File: src/rtl/writeback_stage.sv
// Final pipeline stage: MEM/WB register, load-data alignment, writeback select,
// 2-read-port register file with write-through bypass, forwarding bus and retire counter.
module writeback_stage #(
  parameter int DATA_W     = 8,
  parameter int REG_ADDR_W = 3,
  parameter int CNT_W      = 16
) (
  input  logic                  clk,
  input  logic                  reset,
  input  logic                  stall,
  input  logic                  flush,
  input  logic                  m_valid,
  input  logic                  m_reg_write,
  input  logic                  m_mem_to_reg,
  input  logic [REG_ADDR_W-1:0] m_rd,
  input  logic [DATA_W-1:0]     m_alu_result,
  input  logic [DATA_W-1:0]     mem_read_data,
  input  logic [REG_ADDR_W-1:0] rs1_addr,
  input  logic [REG_ADDR_W-1:0] rs2_addr,
  output logic [DATA_W-1:0]     rs1_data,
  output logic [DATA_W-1:0]     rs2_data,
  output logic                  wb_valid,
  output logic                  wb_we,
  output logic [REG_ADDR_W-1:0] wb_rd,
  output logic [DATA_W-1:0]     wb_data,
  output logic                  fwd_valid,
  output logic [REG_ADDR_W-1:0] fwd_rd,
  output logic [DATA_W-1:0]     fwd_data,
  output logic [CNT_W-1:0]      retired_count
);

  localparam int NUM_REGS = 1 << REG_ADDR_W;

  logic                  w_valid_reg;
  logic                  w_reg_write_reg;
  logic                  w_mem_to_reg_reg;
  logic [REG_ADDR_W-1:0] w_rd_reg;
  logic [DATA_W-1:0]     w_alu_reg;

  logic [DATA_W-1:0]     rf_reg [NUM_REGS];
  logic [CNT_W-1:0]      cnt_reg;

  logic                  writes_rd;
  logic [REG_ADDR_W-1:0] rd_addr [2];
  logic [DATA_W-1:0]     rd_data [2];

  // MEM/WB pipeline register; flush only clears valid, the payload is don't-care
  always_ff @(posedge clk or posedge reset) begin
    if (reset) begin
      w_valid_reg      <= 1'b0;
      w_reg_write_reg  <= 1'b0;
      w_mem_to_reg_reg <= 1'b0;
      w_rd_reg         <= '0;
      w_alu_reg        <= '0;
    end else if (flush) begin
      w_valid_reg      <= 1'b0;
    end else if (!stall) begin
      w_valid_reg      <= m_valid;
      w_reg_write_reg  <= m_reg_write;
      w_mem_to_reg_reg <= m_mem_to_reg;
      w_rd_reg         <= m_rd;
      w_alu_reg        <= m_alu_result;
    end
  end

  // Load data arrives one cycle after capture, so it lines up with W here
  assign wb_data   = w_mem_to_reg_reg ? mem_read_data : w_alu_reg;
  assign wb_rd     = w_rd_reg;
  assign wb_valid  = w_valid_reg;
  assign writes_rd = w_valid_reg & w_reg_write_reg & (w_rd_reg != '0);
  assign wb_we     = writes_rd & ~stall;

  assign fwd_valid = writes_rd;
  assign fwd_rd    = w_rd_reg;
  assign fwd_data  = wb_data;

  // r0 is never written (wb_we excludes rd==0) so it stays at its reset value
  always_ff @(posedge clk or posedge reset) begin
    if (reset) begin
      for (int i = 0; i < NUM_REGS; i++) begin
        rf_reg[i] <= '0;
      end
    end else if (wb_we) begin
      rf_reg[wb_rd] <= wb_data;
    end
  end

  assign rd_addr[0] = rs1_addr;
  assign rd_addr[1] = rs2_addr;

  generate
    for (genvar gi = 0; gi < 2; gi++) begin : g_read_port
      assign rd_data[gi] = (rd_addr[gi] == '0)                ? '0
                         : (wb_we && (rd_addr[gi] == wb_rd)) ? wb_data
                         :                                     rf_reg[rd_addr[gi]];
    end
  endgenerate

  assign rs1_data = rd_data[0];
  assign rs2_data = rd_data[1];

  // Retire counter includes non-writing instructions such as stores
  always_ff @(posedge clk or posedge reset) begin
    if (reset) begin
      cnt_reg <= '0;
    end else if (w_valid_reg && !stall && (cnt_reg != {CNT_W{1'b1}})) begin
      cnt_reg <= cnt_reg + 1'b1;
    end
  end

  assign retired_count = cnt_reg;

endmodule

File: config.mk
export PLATFORM = sky130hd
export DESIGN_NAME = writeback_stage
export DESIGN_NICKNAME = d
export VERILOG_FILES = /design/src/rtl/writeback_stage.sv
export SDC_FILE = /design/constraint.sdc
export NUM_CORES = 1
export LEC_CHECK = 0
export CAP_MARGIN = 5
export CORE_MARGIN = 2
export CORE_UTILIZATION = 48
export CTS_CLUSTER_DIAMETER = 50
export CTS_CLUSTER_SIZE = 10
export DETAILED_ROUTE_END_ITERATION = 12
export PLACE_DENSITY = 0.83
export SLEW_MARGIN = 25
export SYNTH_ARGS = -nofsm -noshare
export SYNTH_HDL_FRONTEND = slang
export SYNTH_SLANG_ARGS = --single-unit
File: constraint.sdc
create_clock -name clk -period 3.1 [get_ports clk]
set_clock_uncertainty 0.1 [all_clocks]
set_input_delay 0.775 -clock clk [delete_from_list [all_inputs] [get_ports clk]]
set_output_delay 0.775 -clock clk [all_outputs]
set_load 0.02 [all_outputs]
==> results.py, run 1 <==
metrics = {
    "status": {
        "run_status": "finished, violations left",
        "failed_checks": "setup timing",
    },
    "timing": {
        "rsz0062_at_grt": "yes",
        "fmax_ghz": 0.319,
        "period_share_pct": 101,
        "hold_viol_final": 0,
        "fin_setup_tns_ns": -0.0604,
        "timing.slew.headroom_pct": 46.9,
        "setup_viol_count_final": 4,
        "worst_pin_slew_ns": 0.793,
        "maxSlewViolCount": 0,
        "finalCriticalPeriod_ns": 3.13,
        "layout_setup_ws_ns": -0.0304,
    },
    "global_route": {
        "antenna_found_initial": 0,
        "grt_pass1_wl_um": 21800,
        "grt_start_max_net_pins": 52,
        "grt.total_usage_pct": 24.7,
        "overflow": 0,
        "first_global_vias": 4252,
    },
    "floorplanning": {
        "start_util_pct": 49.2,
        "floorplan.die_area_um2": 11300,
        "ios": 89,
        "core-area_um2": 10200,
        "die_x_um": 106,
        "die_h_um": 106,
        "num_rows": 37,
    },
    "setup_path": {
        "critPathLaunchType": "input port",
        "critPathKind": "in2out",
        "cp_max_fo": 5,
        "r2r-end": "retired_count[1]$_DFFE_PP0P_",
        "arrival_ns": 2.26,
        "r2r_slack_ns": 1.05,
        "cp-end-kind": "primary output",
        "reg2reg_from": "retired_count[0]$_DFFE_PP0P_",
        "cp_data_required_time_ns": 2.22,
        "r2r_cells": 6,
    },
    "logic_synthesis": {
        "syn_inst": 447,
        "avgSynthCellArea_um2": 11.3,
        "synth.distinct_cells": 34,
        "yosysWarnings": 0,
        "synth.top_cell.area_share_pct": 46.8,
        "synthTopCellsByArea": "dfrtp_1, mux4_2, mux2_2",
        "synth_area_um2": 5030,
        "syn_nets": 480,
        "ys_seq_elements": 94,
        "netlist.top_cell.by_area": "dfrtp_1",
        "ys_seq_area_share_pct": 46.8,
    },
    "drt": {
        "via_per_inst": 5.91,
        "ant_nets": 0,
        "wl_per_cell_um": 20.1,
        "vias": 4159,
        "wl_um": 14200,
        "first_pass_iters": 7,
        "initialDrtViolationCount": 226,
        "route.detailed.drc": 0,
    },
    "power": {
        "leakage_nw": 3.06,
        "p_per_area_nw_per_um2": 547,
        "ir_worst_vdd_mv": 0.408,
    },
    "cts": {
        "clock_path_buffers": 2,
        "cts_hold_buf": 0,
        "cts.sinks": 94,
        "clock_latency_ns": 0.35,
        "htree_num_levels": 3,
        "clk_pin_slew_worst_paths_ns": 0.09,
        "cts_made_buffers": 9,
        "cts_tree": "yes",
        "root_buffer": "clkbuf_8",
    },
    "finish": {
        "areaGrowthSynthToFinish_pct": 35.2,
        "antenna_cells": 0,
        "largest_reg_flops": 64,
        "fin_area_um2": 6800,
        "fin_util_pct": 66.5,
        "final_layout_size_suffix_gt1_share_pct": 34.7,
        "fillCellCount": 732,
        "final_nets": 597,
    },
    "placement": {
        "post_dp_cell_area_um2": 6360,
        "numPortBuffers": 88,
        "place_congestion": 0.850,
        "dp_hpwl_um": 9600,
    },
    "worst_hold_path": {
        "whs_endpoint": "rf_reg[60]$_DFFE_PP0P_",
        "min_from": "rf_reg[60]$_DFFE_PP0P_",
        "worstHoldPathCells": 0,
        "hp-class": "reg2reg",
    },
    "job": {
        "drv_cap": 0,
    },
}
how the worst max path moves through the flow:
stage / startpoint / endpoint / slack (ns) / cells after the start
after floorplan: rs2_addr[1] / rs2_data[0] / -0.04 / 6
after global placement: rs2_addr[1] / rs2_data[7] / -0.91 / 5
after detailed placement: rs2_addr[0] / rs2_data[3] / -0.88 / 7
after CTS: mem_read_data[5] / wb_data[5] / 0.001 / 5
after global routing: rs2_addr[0] / rs2_data[5] / -0.05 / 7
final: rs2_addr[0] / rs2_data[5] / -0.03 / 7
synthesized netlist by cell type:
master	count
dfrtp_1	94
nand2_1	47
o21ai_0	41
a21oi_1	32
mux4_2	32
mux2_2	30
nor2_1	25
clkbuf_1	23
xor2_1	18
a211oi_1	16
buf_4	13
inv_1	12
buf_2	9
mux2i_1	9
nand3_1	8
nor3_1	8
nor4_1	5
nand4_1	4
nor3_2	3
and2_1	2
nor4b_1	2
xnor2_1	2
and3_1	1
and4b_2	1
and4bb_2	1
buf_6	1
ha_1	1
nand2b_1	1
nand3b_1	1
nor3b_1	1
nor3b_2	1
nor4b_4	1
or2_2	1
or4_4	1
layout make-up:
cell class,count,area (µm²),share of cell area [%]
multi-input cells,295,2520,37.1
clock inverters,5,58.8,0.865
repair buffers,152,1510,22.2
well taps,136,170,2.50
inverters,12,48.8,0.717
clock buffers,10,138,2.02
flip-flops and latches,94,2350,34.6
layout by cell type (no fill, tap or decap), types with 2 or more instances in the layout:
cell,synthesis,layout
nand2_1,47,47
mux2_2,30,27
buf_6,1,6
clkdlybuf4s50_1,0,52
mux2i_1,9,9
dlygate4sd2_1,0,11
xnor2_1,2,2
dfrtp_1,94,94
xor2_1,18,18
a21oi_2,0,12
nor4b_1,2,2
buf_4,13,49
nor2_1,25,25
mux4_2,32,32
a21oi_1,32,19
buf_16,0,3
buf_12,0,9
o21ai_0,41,41
nand3_1,8,8
a211oi_2,0,8
a211oi_1,16,8
clkinvlp_4,0,3
clkbuf_2,0,2
nor4_1,5,5
nand4_1,4,4
inv_1,12,11
dlymetal6s2s_1,0,3
mux2_4,0,3
nor3_2,3,4
clkbuf_16,0,3
nor3_1,8,6
clkbuf_8,0,10
buf_2,9,13
power by group:
group / internal [mW] / switching [mW] / total [mW]
Combinational: 0.629 / 0.622 / 1.25
Sequential: 1.43 / 0.204 / 1.63
Clock: 0.392 / 0.443 / 0.836
Total: 2.45 / 1.27 / 3.72
routing by layer:
metal | GRT usage [%] | share of wire [%]
met5 | 0 | 0
met4 | 9.12 | 2.3
met1 | 32.7 | 41
met3 | 7.23 | 8.1
met2 | 38.6 | 49
critical path, cell delays in order:
cell,delay (ns)
buf_12,0.11
buf_12,0.13
mux4_2,0.53
mux2_2,0.32
a21oi_2,0.12
a211oi_2,0.05
buf_2,0.20
per-stage QoR:
step | setup WS [ns] | cells | total power, mW | hold WS, ns
2_1_floorplan | -0.0352 | 447 | 2.30 | 0.341
3_3_place_gp | -0.908 | 675 | 2.76 | 0.280
3_5_place_dp | -0.880 | 675 | 2.83 | 0.286
4_1_cts | 0.00101 | 695 | 3.63 | 0.307
5_1_grt | -0.0528 | 704 | 3.89 | 0.325
6_report | -0.0304 | 704 | 3.72 | 0.314
what timing repair did:
| item | CTS | global route |
|---|---|---|
| endpoints found under the setup margin | 27 | 19 |
| cloned | 3 | 3 |
| buffers inserted | 2 | 6 |
| pin swaps | 3 | 7 |
| resized for setup | 127 | 26 |
logic make-up after synthesis:
group / synth area share (%)
AO/OA/AOI/OAI: 9.65
XOR/XNOR: 3.48
adder cells (fa/ha/maj): 0.249
buffers and inverters: 5.67
flip-flops: 46.8
multiplexers: 22.8
AND/OR/NAND/NOR: 11.4
(Power assumes the default switching activity.)
==> run 2, diff against run 1 <==
--- a/config.mk
+++ b/config.mk
@@ -6,8 +6,10 @@
 export NUM_CORES = 1
 export LEC_CHECK = 0
 export CAP_MARGIN = 5
+export CELL_PAD_IN_SITES_DETAIL_PLACEMENT = 1
+export CELL_PAD_IN_SITES_GLOBAL_PLACEMENT = 1
 export CORE_MARGIN = 2
-export CORE_UTILIZATION = 48
+export CORE_UTILIZATION = 38
 export CTS_CLUSTER_DIAMETER = 50
 export CTS_CLUSTER_SIZE = 10
 export DETAILED_ROUTE_END_ITERATION = 12
==> results.py, run 2 (same netlist as run 1, synthesis figures left out) <==
metrics = {
    "finish": {
        "antenna_cells": 0,
        "final_layout_size_suffix_gt1_share_pct": 38.7,
        "final_nets": 609,
        "areaGrowthSynthToFinish_pct": 45.8,
        "layout_common_cells": "dfrtp_1, buf_4, clkdlybuf4s50_1, nand2_1, o21ai_0",
        "largest_reg_flops": 64,
        "final_common_cell": "dfrtp_1",
    },
    "cts": {
        "cts.sinks": 94,
        "clk_pin_slew_worst_paths_ns": 0.07,
        "clock_path_buffers": 2,
        "cts_tree": "yes",
        "root_buffer": "clkbuf_16",
        "clock_latency_ns": 0.35,
        "cts_made_buffers": 9,
        "htree_num_levels": 3,
    },
    "floorplanning": {
        "die_x_um": 119,
        "start_util_pct": 38.4,
        "core-area_um2": 13100,
        "ios": 89,
        "num_rows": 42,
        "floorplan.die_area_um2": 14200,
        "die_h_um": 119,
    },
    "timing": {
        "maxSlewViolCount": 0,
        "worst_pin_slew_ns": 0.793,
        "fmax_ghz": 0.315,
        "period_share_pct": 102,
        "rsz0062_at_grt": "yes",
        "fin_setup_tns_ns": -0.273,
        "hold_ws_ns": 0.300,
        "timing.slew.headroom_pct": 47.0,
        "finalCriticalPeriod_ns": 3.17,
        "layout_setup_ws_ns": -0.0706,
        "hold_viol_final": 0,
        "setup_viol_count_final": 11,
    },
    "setup_path": {
        "crit_buf_inv": 3,
        "crit_family": "multiplexers",
        "cp-end-kind": "primary output",
        "crit_chain": "buf_12 -> buf_16 -> mux4_2 -> mux2_4 -> a21oi_4 -> a211oi_4 -> buf_6",
        "cp_max_fo": 8,
        "critPathLaunchType": "input port",
        "cpPeakStageDelay_ns": 0.55,
        "slowest_stage": "mux4_2",
        "cp_data_required_time_ns": 2.22,
        "critPathKind": "in2out",
        "arrival_ns": 2.30,
    },
    "drt": {
        "first_pass_iters": 5,
        "route.detailed.drc": 0,
        "ant_nets": 0,
        "vias": 4323,
        "wl_um": 18600,
        "via_per_inst": 5.71,
        "wl_per_cell_um": 24.6,
        "initialDrtViolationCount": 428,
    },
    "power": {
        "p_per_area_nw_per_um2": 583,
        "leakage_nw": 3.19,
        "ir_worst_vdd_mv": 0.370,
    },
    "status": {
        "failed_checks": "setup timing",
        "run_status": "finished, violations left",
    },
    "placement": {
        "place_congestion": 0.912,
        "dp_hpwl_um": 11300,
        "numPortBuffers": 88,
    },
    "global_route": {
        "overflow": 0,
        "grt_pass1_wl_um": 28100,
        "grt.total_usage_pct": 26.4,
        "first_global_vias": 4827,
        "grt_start_max_net_pins": 35,
        "antenna_found_initial": 0,
    },
    "worst_hold_path": {
        "hp-class": "reg2reg",
    },
    "job": {
        "drv_cap": 0,
    },
}
-- run 2: stage by stage --
step / std cells / instance area, µm² / worst slack (ns) / power [mW] / util (%)
2_1_floorplan: 447 / 5070 / -0.0352 / 2.30 / -
3_3_place_gp: 721 / 6430 / -0.864 / 2.81 / 49.1
3_5_place_dp: 721 / 6430 / -0.925 / 2.88 / 49.1
4_1_cts: 749 / 7070 / -0.00632 / 4.12 / 54.1
5_1_grt: 757 / 7340 / -0.0826 / 4.45 / 56.1
6_report: 757 / 7340 / -0.0706 / 4.28 / 56.1
-- run 2: report_power, final --
part | switching (mW) | internal [mW] | total (mW)
registers | 0.238 | 1.43 | 1.67
clock network | 0.512 | 0.632 | 1.14
logic | 0.727 | 0.735 | 1.46
total | 1.48 | 2.80 | 4.28
-- run 2: path summary, 6_finish.rpt --
check,from,cells past startpoint,slack [ns],end
worst max-delay path,rs2_addr[0],7,-0.07,rs2_data[0]
worst min-delay path,rf_reg[62]$_DFFE_PP0P_,0,0.30,rf_reg[62]$_DFFE_PP0P_
worst max register to register,retired_count[1]$_DFFE_PP0P_,6,1.08,retired_count[1]$_DFFE_PP0P_
worst min register to register,rf_reg[62]$_DFFE_PP0P_,0,0.30,rf_reg[62]$_DFFE_PP0P_
max in group asynchronous,reset,3,1.66,fwd_rd[2]$_DFFE_PP0P_
min in group asynchronous,reset,2,0.67,retired_count[5]$_DFFE_PP0P_
-- run 2: final cells by class --
type / count / area (µm²)
Clock inverter: 6 / 71.3
Inverter: 12 / 48.8
Fill cell: 1316 / 5750
Tap cell: 176 / 220
Multi-Input combinational cell: 295 / 2780
Sequential cell: 94 / 2350
Timing Repair Buffer: 164 / 1630
Clock buffer: 10 / 229
-- run 2: what timing repair did --
action	CTS	global route
resized for setup	179	41
pin swaps	7	5
gates cloned	3	0
hold buffers	0	0
setup buffers	9	8
setup endpoints to repair	25	18
-- run 2: metal layers --
layer	track usage, %	part of all wire (%)	vias to the layer above
met2	43.5	49	216
li1	-	-	1848
met5	0	0	-
met3	5.03	6.0	49
met4	13.4	4.9	0
met1	33.1	40	2210
-- run 2: worst reg2reg max path, cell delays in order (launching register included) --
cell     delay, ns
dfrtp_1       0.44
ha_1          0.20
nand3_1       0.23
nor4_2        0.34
buf_4         0.24
nor2_1        0.09
mux2_2        0.27
